==> config.mk <==
export PLATFORM = sky130hd
export DESIGN_NAME = sram_rd_streamer
export DESIGN_NICKNAME = d
export VERILOG_FILES = /design/src/rtl/sram_rd_pkg.sv /design/src/rtl/sram_rd_skid_fifo.sv /design/src/rtl/sram_rd_streamer.sv
export SDC_FILE = /design/constraint.sdc
export NUM_CORES = 1
export LEC_CHECK = 0
export BUFFER_PORTS_ARGS = -buffer_cell sky130_fd_sc_hd__buf_2
export CAP_MARGIN = 20
export CORE_AREA = 2 2 212 214
export DETAILED_ROUTE_END_ITERATION = 16
export DIE_AREA = 0 0 214 216
export HOLD_SLACK_MARGIN = 0.1
export PLACE_DENSITY = 0.76
export SLEW_MARGIN = 0
export SYNTH_ARGS = -nofsm -noshare
export SYNTH_HDL_FRONTEND = slang
export SYNTH_SLANG_ARGS = --single-unit
==> constraint.sdc <==
create_clock -name clock -period 3.95 [get_ports clock]
set_input_delay 0.395 -clock clock [delete_from_list [all_inputs] [get_ports clock]]
set_output_delay 0.395 -clock clock [all_outputs]
set_load 0.02 [all_outputs]
==> src/rtl/sram_rd_pkg.sv <==
// rtl/sram_rd_pkg.sv - shared types and constants for the SRAM read streamer
package sram_rd_pkg;

    localparam int ADDR_W     = 8;
    localparam int DATA_W     = 256;
    localparam int LEN_W      = 8;

    localparam int FIFO_DEPTH = 2;
    localparam int FIFO_CNT_W = 2;

    typedef enum logic {
        IDLE  = 1'b0,
        BURST = 1'b1
    } state_t;

endpackage

==> src/rtl/sram_rd_skid_fifo.sv <==
// rtl/sram_rd_skid_fifo.sv - 2-entry FIFO with registered head, {data, last} payload
module sram_rd_skid_fifo #(
    parameter int DATA_W = sram_rd_pkg::DATA_W
) (
    input  logic                               clock,
    input  logic                               reset_n,
    input  logic                               s_tvalid,
    input  logic [DATA_W-1:0]                  s_tdata,
    input  logic                               s_tlast,
    output logic                               m_tvalid,
    input  logic                               m_tready,
    output logic [DATA_W-1:0]                  m_tdata,
    output logic                               m_tlast,
    output logic [sram_rd_pkg::FIFO_CNT_W-1:0] count
);
    import sram_rd_pkg::*;

    localparam logic [FIFO_CNT_W-1:0] CNT_FULL = FIFO_CNT_W'(FIFO_DEPTH);

    logic [DATA_W:0]         head_q, head_d;
    logic [DATA_W:0]         tail_q, tail_d;
    logic [FIFO_CNT_W-1:0]   count_q, count_d;
    logic                    pop;
    logic [DATA_W:0]         in_word;

    assign in_word  = {s_tlast, s_tdata};
    assign m_tvalid = (count_q != '0);
    assign m_tdata  = head_q[DATA_W-1:0];
    assign m_tlast  = head_q[DATA_W];
    assign count    = count_q;
    assign pop      = m_tvalid & m_tready;

    // Entry 0 is always the head; a pop shifts the tail forward.
    always_comb begin
        head_d  = head_q;
        tail_d  = tail_q;
        count_d = count_q;
        case ({s_tvalid, pop})
            2'b10: begin
                if (count_q == '0) begin
                    head_d  = in_word;
                    count_d = count_q + 1'b1;
                end else if (count_q != CNT_FULL) begin
                    tail_d  = in_word;
                    count_d = count_q + 1'b1;
                end
            end
            2'b01: begin
                head_d  = tail_q;
                count_d = count_q - 1'b1;
            end
            2'b11: begin
                if (count_q == FIFO_CNT_W'(1)) begin
                    head_d = in_word;
                end else begin
                    head_d = tail_q;
                    tail_d = in_word;
                end
            end
            default: ;
        endcase
    end

    always_ff @(posedge clock or negedge reset_n) begin
        if (!reset_n) begin
            head_q  <= '0;
            tail_q  <= '0;
            count_q <= '0;
        end else begin
            head_q  <= head_d;
            tail_q  <= tail_d;
            count_q <= count_d;
        end
    end

    no_overflow: assert property (@(posedge clock) disable iff (!reset_n)
        !(s_tvalid && !pop && count_q == CNT_FULL));

endmodule

==> src/rtl/sram_rd_streamer.sv <==
// rtl/sram_rd_streamer.sv - burst reader for 1R1W SRAM; SRAM_RD_PERF_EN adds perf counters
module sram_rd_streamer #(
    parameter int ADDR_W = sram_rd_pkg::ADDR_W,
    parameter int DATA_W = sram_rd_pkg::DATA_W,
    parameter int LEN_W  = sram_rd_pkg::LEN_W
) (
    input  logic              clock,
    input  logic              reset_n,
    input  logic              req_valid,
    output logic              req_ready,
    input  logic [ADDR_W-1:0] req_addr,
    input  logic [LEN_W-1:0]  req_len,
    output logic              sram_R0_en,
    output logic [ADDR_W-1:0] sram_R0_addr,
    input  logic [DATA_W-1:0] sram_R0_data,
    output logic              resp_valid,
    input  logic              resp_ready,
    output logic [DATA_W-1:0] resp_data,
    output logic              resp_last,
`ifdef SRAM_RD_PERF_EN
    output logic [31:0]       perf_bursts,
    output logic [31:0]       perf_stalls,
`endif
    output logic              busy
);
    import sram_rd_pkg::*;

    state_t                state_q, state_d;
    logic [ADDR_W-1:0]     cur_addr_q, cur_addr_d;
    logic [LEN_W-1:0]      beats_left_q, beats_left_d;
    logic                  inflight_q, inflight_d;
    logic                  inflight_last_q, inflight_last_d;

    logic [FIFO_CNT_W-1:0] fifo_count;
    logic                  pop;
    logic                  issue;
    logic                  req_fire;
    logic [2:0]            occupancy;

    assign pop          = resp_valid & resp_ready;
    assign sram_R0_en   = issue;
    assign sram_R0_addr = cur_addr_q;
    assign req_fire     = req_valid & req_ready;
    assign busy         = (state_q == BURST) | inflight_q | (fifo_count != '0);

    // Credit: a beat may issue only if it will have a FIFO slot when it lands.
    assign occupancy = 3'(fifo_count) + 3'(inflight_q) - 3'(pop);

    always_comb begin
        state_d         = state_q;
        cur_addr_d      = cur_addr_q;
        beats_left_d    = beats_left_q;
        inflight_d      = 1'b0;
        inflight_last_d = 1'b0;
        req_ready       = 1'b0;
        issue           = 1'b0;
        case (state_q)
            IDLE: begin
                req_ready = 1'b1;
                if (req_valid) begin
                    cur_addr_d   = req_addr;
                    beats_left_d = req_len;
                    state_d      = BURST;
                end
            end
            BURST: begin
                if (occupancy < 3'd2) begin
                    issue           = 1'b1;
                    inflight_d      = 1'b1;
                    inflight_last_d = (beats_left_q == '0);
                    cur_addr_d      = cur_addr_q + ADDR_W'(1);
                    beats_left_d    = beats_left_q - LEN_W'(1);
                    if (beats_left_q == '0) begin
                        state_d = IDLE;
                    end
                end
            end
            default: state_d = IDLE;
        endcase
    end

    always_ff @(posedge clock or negedge reset_n) begin
        if (!reset_n) begin
            state_q         <= IDLE;
            cur_addr_q      <= '0;
            beats_left_q    <= '0;
            inflight_q      <= 1'b0;
            inflight_last_q <= 1'b0;
        end else begin
            state_q         <= state_d;
            cur_addr_q      <= cur_addr_d;
            beats_left_q    <= beats_left_d;
            inflight_q      <= inflight_d;
            inflight_last_q <= inflight_last_d;
        end
    end

    sram_rd_skid_fifo #(
        .DATA_W (DATA_W)
    ) u_fifo (
        .clock    (clock),
        .reset_n  (reset_n),
        .s_tvalid (inflight_q),
        .s_tdata  (sram_R0_data),
        .s_tlast  (inflight_last_q),
        .m_tvalid (resp_valid),
        .m_tready (resp_ready),
        .m_tdata  (resp_data),
        .m_tlast  (resp_last),
        .count    (fifo_count)
    );

`ifdef SRAM_RD_PERF_EN
    logic [31:0] perf_bursts_q, perf_bursts_d;
    logic [31:0] perf_stalls_q, perf_stalls_d;

    always_comb begin
        perf_bursts_d = perf_bursts_q;
        perf_stalls_d = perf_stalls_q;
        if (req_fire && perf_bursts_q != '1) begin
            perf_bursts_d = perf_bursts_q + 32'd1;
        end
        if (state_q == BURST && !issue && perf_stalls_q != '1) begin
            perf_stalls_d = perf_stalls_q + 32'd1;
        end
    end

    always_ff @(posedge clock or negedge reset_n) begin
        if (!reset_n) begin
            perf_bursts_q <= '0;
            perf_stalls_q <= '0;
        end else begin
            perf_bursts_q <= perf_bursts_d;
            perf_stalls_q <= perf_stalls_d;
        end
    end

    assign perf_bursts = perf_bursts_q;
    assign perf_stalls = perf_stalls_q;
`endif

endmodule

==> flow_summary_export.csv <==
group,metric,value,unit
outcome,outcome,"completed",
sta,setup_violations,0,
logic_synthesis,seq_area_frac_synth,60.7,%
pwr,leakage,13.9,nW
worst_setup_path,critPathCaptureType,"output port",
sta,whs,0.145,ns
sta,fin_crit,3.73,ns
clock_network,clockBufferDepth,3,
detailed_routing,drt_first_pass_iters,6,
grt,grt-ovfl-total,0,
sta,fin_tns_setup,0,ns
logic_synthesis,ys_seq_elements,535,
worst_setup_path,slowest_stage,"fa_2",
layout,drive_gt1_share,35.3,%
worst_setup_path,critical_path_buf_inv_count,4,
placement,routabilityCongestion,0.867,
placement,port_buffers,544,
worst_setup_path,ff2ff_path_depth,11,
logic_synthesis,ys.flop_type,"dfrtp_1",
worst_setup_path,startpoint,"u_fifo.count[0]",
floorplanning,core_area,43800,sq um
clock_network,clkTransAtPathRegs,0.07,ns
pwr,power,26.6,mW
clock_network,clk_latency,0.59,ns
worst_setup_path,worstPathRequired,3.56,ns
logic_synthesis,synth_cell_type_count,45,
sta,max_freq,268,MHz
worst_setup_path,startpoint_type,"flop",
detailed_routing,wire_per_inst,20.2,um
floorplanning,die_x,214,um
worst_hold_path,hold_class,"input port to flop",
logic_synthesis,synth_cells,1852,
layout,nFillCells,2906,
logic_synthesis,async_flop_share,100,%
worst_setup_path,crit_chain,"inv_1 > ha_1 > nor2b_4 > inv_1 > nor2_1 > o21ai_0 > fa_2 > and2_2 > nand2_2 > clkinvlp_4 > buf_2",
clock_network,cts_buffers,54,
grt,grt_pass1_wl,104000,um
layout,final_common_cell,"buf_2",
worst_hold_path,hold_path_depth,3,
grt,grt_max_degree,201,
worst_setup_path,critPathKind,"flop to output port",
clock_network,cts_tree,"built",
detailed_routing,drt_wl_total,65200,um
layout,final_cell_mix,"buf_2 (543), dfrtp_1 (535), nand2_1 (267)",
logic_synthesis,yosys-top-cells-area,"dfrtp_1 (61%), mux2_2 (13%), a22oi_1 (8.9%), o21ai_0 (5.3%), nand2_1 (4.5%)",
detailed_routing,vias,18500,
worst_setup_path,reg2reg_to,"beats_left_q[7]",
worst_setup_path,timing.critical_path.slowest_cell_delay,0.57,ns
logic_synthesis,syn_area_per_cell,11.9,sq um
clock_network,root_buffer,"clkbuf_16",
floorplanning,placement_rows,77,
worst_hold_path,hold_path.startpoint,"req_len[7]",
pwr,peakVddDrop,627,uV
layout,final_util,67.9,%
detailed_routing,drtIter0Drc,1781,
detailed_routing,viasPerCell,5.73,
sta,slew_headroom,44.2,%
logic_synthesis,synth_top_cell_by_area,"dfrtp_1",
floorplanning,fp.dieH,216,um
floorplanning,num_io_pins,545,
sta,worst_pin_slew,0.837,ns
worst_setup_path,ff2ff_setup_slack,0.74,ns
worst_setup_path,crit_path_frequent_cell,"inv_1",
worst_setup_path,critPathMaxFanout,10,
pwr,cellPowerDensity,893,nW/um^2
sta,drv_slew,0,
layout,syn2layout_area_growth,34.9,%
floorplanning,dieArea,46200,sq um
layout,num-nets-final,2880,
logic_synthesis,syn_nets,2138,
grt,antenna_found_initial,5,
logic_synthesis,synth_edf_count,0,
detailed_routing,ant_nets,0,
sta,fin_crit_sh,94.5,%
sta,fin_skew,0.0244,ns
grt,grt_pass1_vias,19400,
worst_setup_path,rr_startpoint,"u_fifo.count[0]",
sta,hold_viol_final,0,
sta,rsz0062_at_grt,"no",
job,drv_cap,0,
floorplanning,start_util,50.3,%
placement,dpl.hpwl,37800,um
worst_hold_path,min_delay_worst_endpoint,"beats_left_q[7]",
grt,grtUsageTotal,27.9,%
logic_synthesis,synth_area,22100,sq um
detailed_routing,drc,0,
logic_synthesis,yosys_warnings,0,
logic_synthesis,synth_top_area_share,60.7,%
clock_network,htreeDepth,2,
worst_setup_path,critical_path.top_delay_family,"adder cells",
clock_network,cts.sinks,535,
worst_setup_path,critPathArrivalTime,3.34,ns
## where the power goes
part	internal [mW]	leakage [nW]	total [mW]	switching, mW
Sequential	8.23	6.49	9.79	1.56
Combinational	4.66	6.47	11.6	6.93
Clock	3.08	0.903	5.23	2.15
Total	16.0	13.9	26.6	10.6
## area by class of cell
class                      count  area (sq um)  share of cell area, %
antenna                        4          10.0                 0.0336
clock buffer                  80          1650                   5.54
clock inverter                16           171                  0.576
inverter                      12          48.8                  0.164
multi-input combinational   1156          7980                   26.8
sequential                   535         13400                   45.0
tap                          592           741                   2.49
timing repair buffer         835          5800                   19.5
## worst max-delay path by stage
stage                  to  depth (start not counted)
2_1_floorplan  sram_R0_en                         12
3_3_place_gp   sram_R0_en                         11
3_5_place_dp   sram_R0_en                         11
4_1_cts        sram_R0_en                         11
5_1_grt        sram_R0_en                         11
6_report       sram_R0_en                         11
## cell usage after synthesis, types with 2 or more instances
library cell,n
a22oi_1,262
nor2_1,22
dfrtp_1,535
o21ai_1,32
nor3_1,3
nor2b_1,2
nand2_1,267
xnor2_1,9
xor2_1,4
buf_4,20
nand4_1,3
ha_1,9
a221oi_1,2
mux2_2,257
clkbuf_1,69
o21ai_0,232
o32ai_1,2
o22ai_1,3
nor4_1,5
nand3_1,7
buf_1,7
a21oi_1,13
a31oi_1,3
inv_1,12
buf_2,52
## state kept, by name (all words and copies together) (netlist names)
name	count
u_fifo.head_q	257
u_fifo.tail_q	257
inflight_last_q	1
inflight_q	1
state_q	1
u_fifo.count	2
sram_R0_addr	8
beats_left_q	8
## per-stage QoR
stage / cells / area (sq um) / setup WS (ns)
3_5_place_dp: 2867 / 25300 / 0.348
2_1_floorplan: 1852 / 22100 / 0.719
3_3_place_gp: 2867 / 25300 / 0.579
4_1_cts: 3225 / 29800 / 0.0455
6_report: 3230 / 29800 / 0.217
5_1_grt: 3230 / 29800 / 0.0220
## kinds of logic after synthesis
| logic type | count (synthesis) | share of synthesized area [%] |
|---|---|---|
| buffers and inverters | 161 | 3.38 |
| DFF | 535 | 60.7 |
| AOI/OAI and AO/OA | 556 | 15.8 |
| and+or+nand+nor | 318 | 5.78 |
| adders and majority gates | 10 | 0.601 |
| xor gates and xnor gates | 14 | 0.641 |
| muxes | 258 | 13.2 |
## metal layers
layer  track usage, %  up-vias  part of all wire (%)
li1                 -     8142                     -
met1             33.9     9232                    38
met2             47.2      891                    50
met3             6.06      252                   6.8
met4             13.9        2                   5.0
met5                0        -                 0.018
## repair_timing
| action | CTS | global route |
|---|---|---|
| gates resized for setup | 3 | 2 |
| hold buffers | 262 | 0 |
| setup buffers | 0 | 1 |
| hold endpoints to repair | 402 | 0 |
| setup endpoints to repair | 1 | 1 |
| gates cloned | 0 | 0 |
## tightest hold or removal path, stage by stage
cell and delay, ns:
buf_2 0.10, o22ai_1 0.12, a32oi_1 0.08
Power figures use the tool's default switching activity.
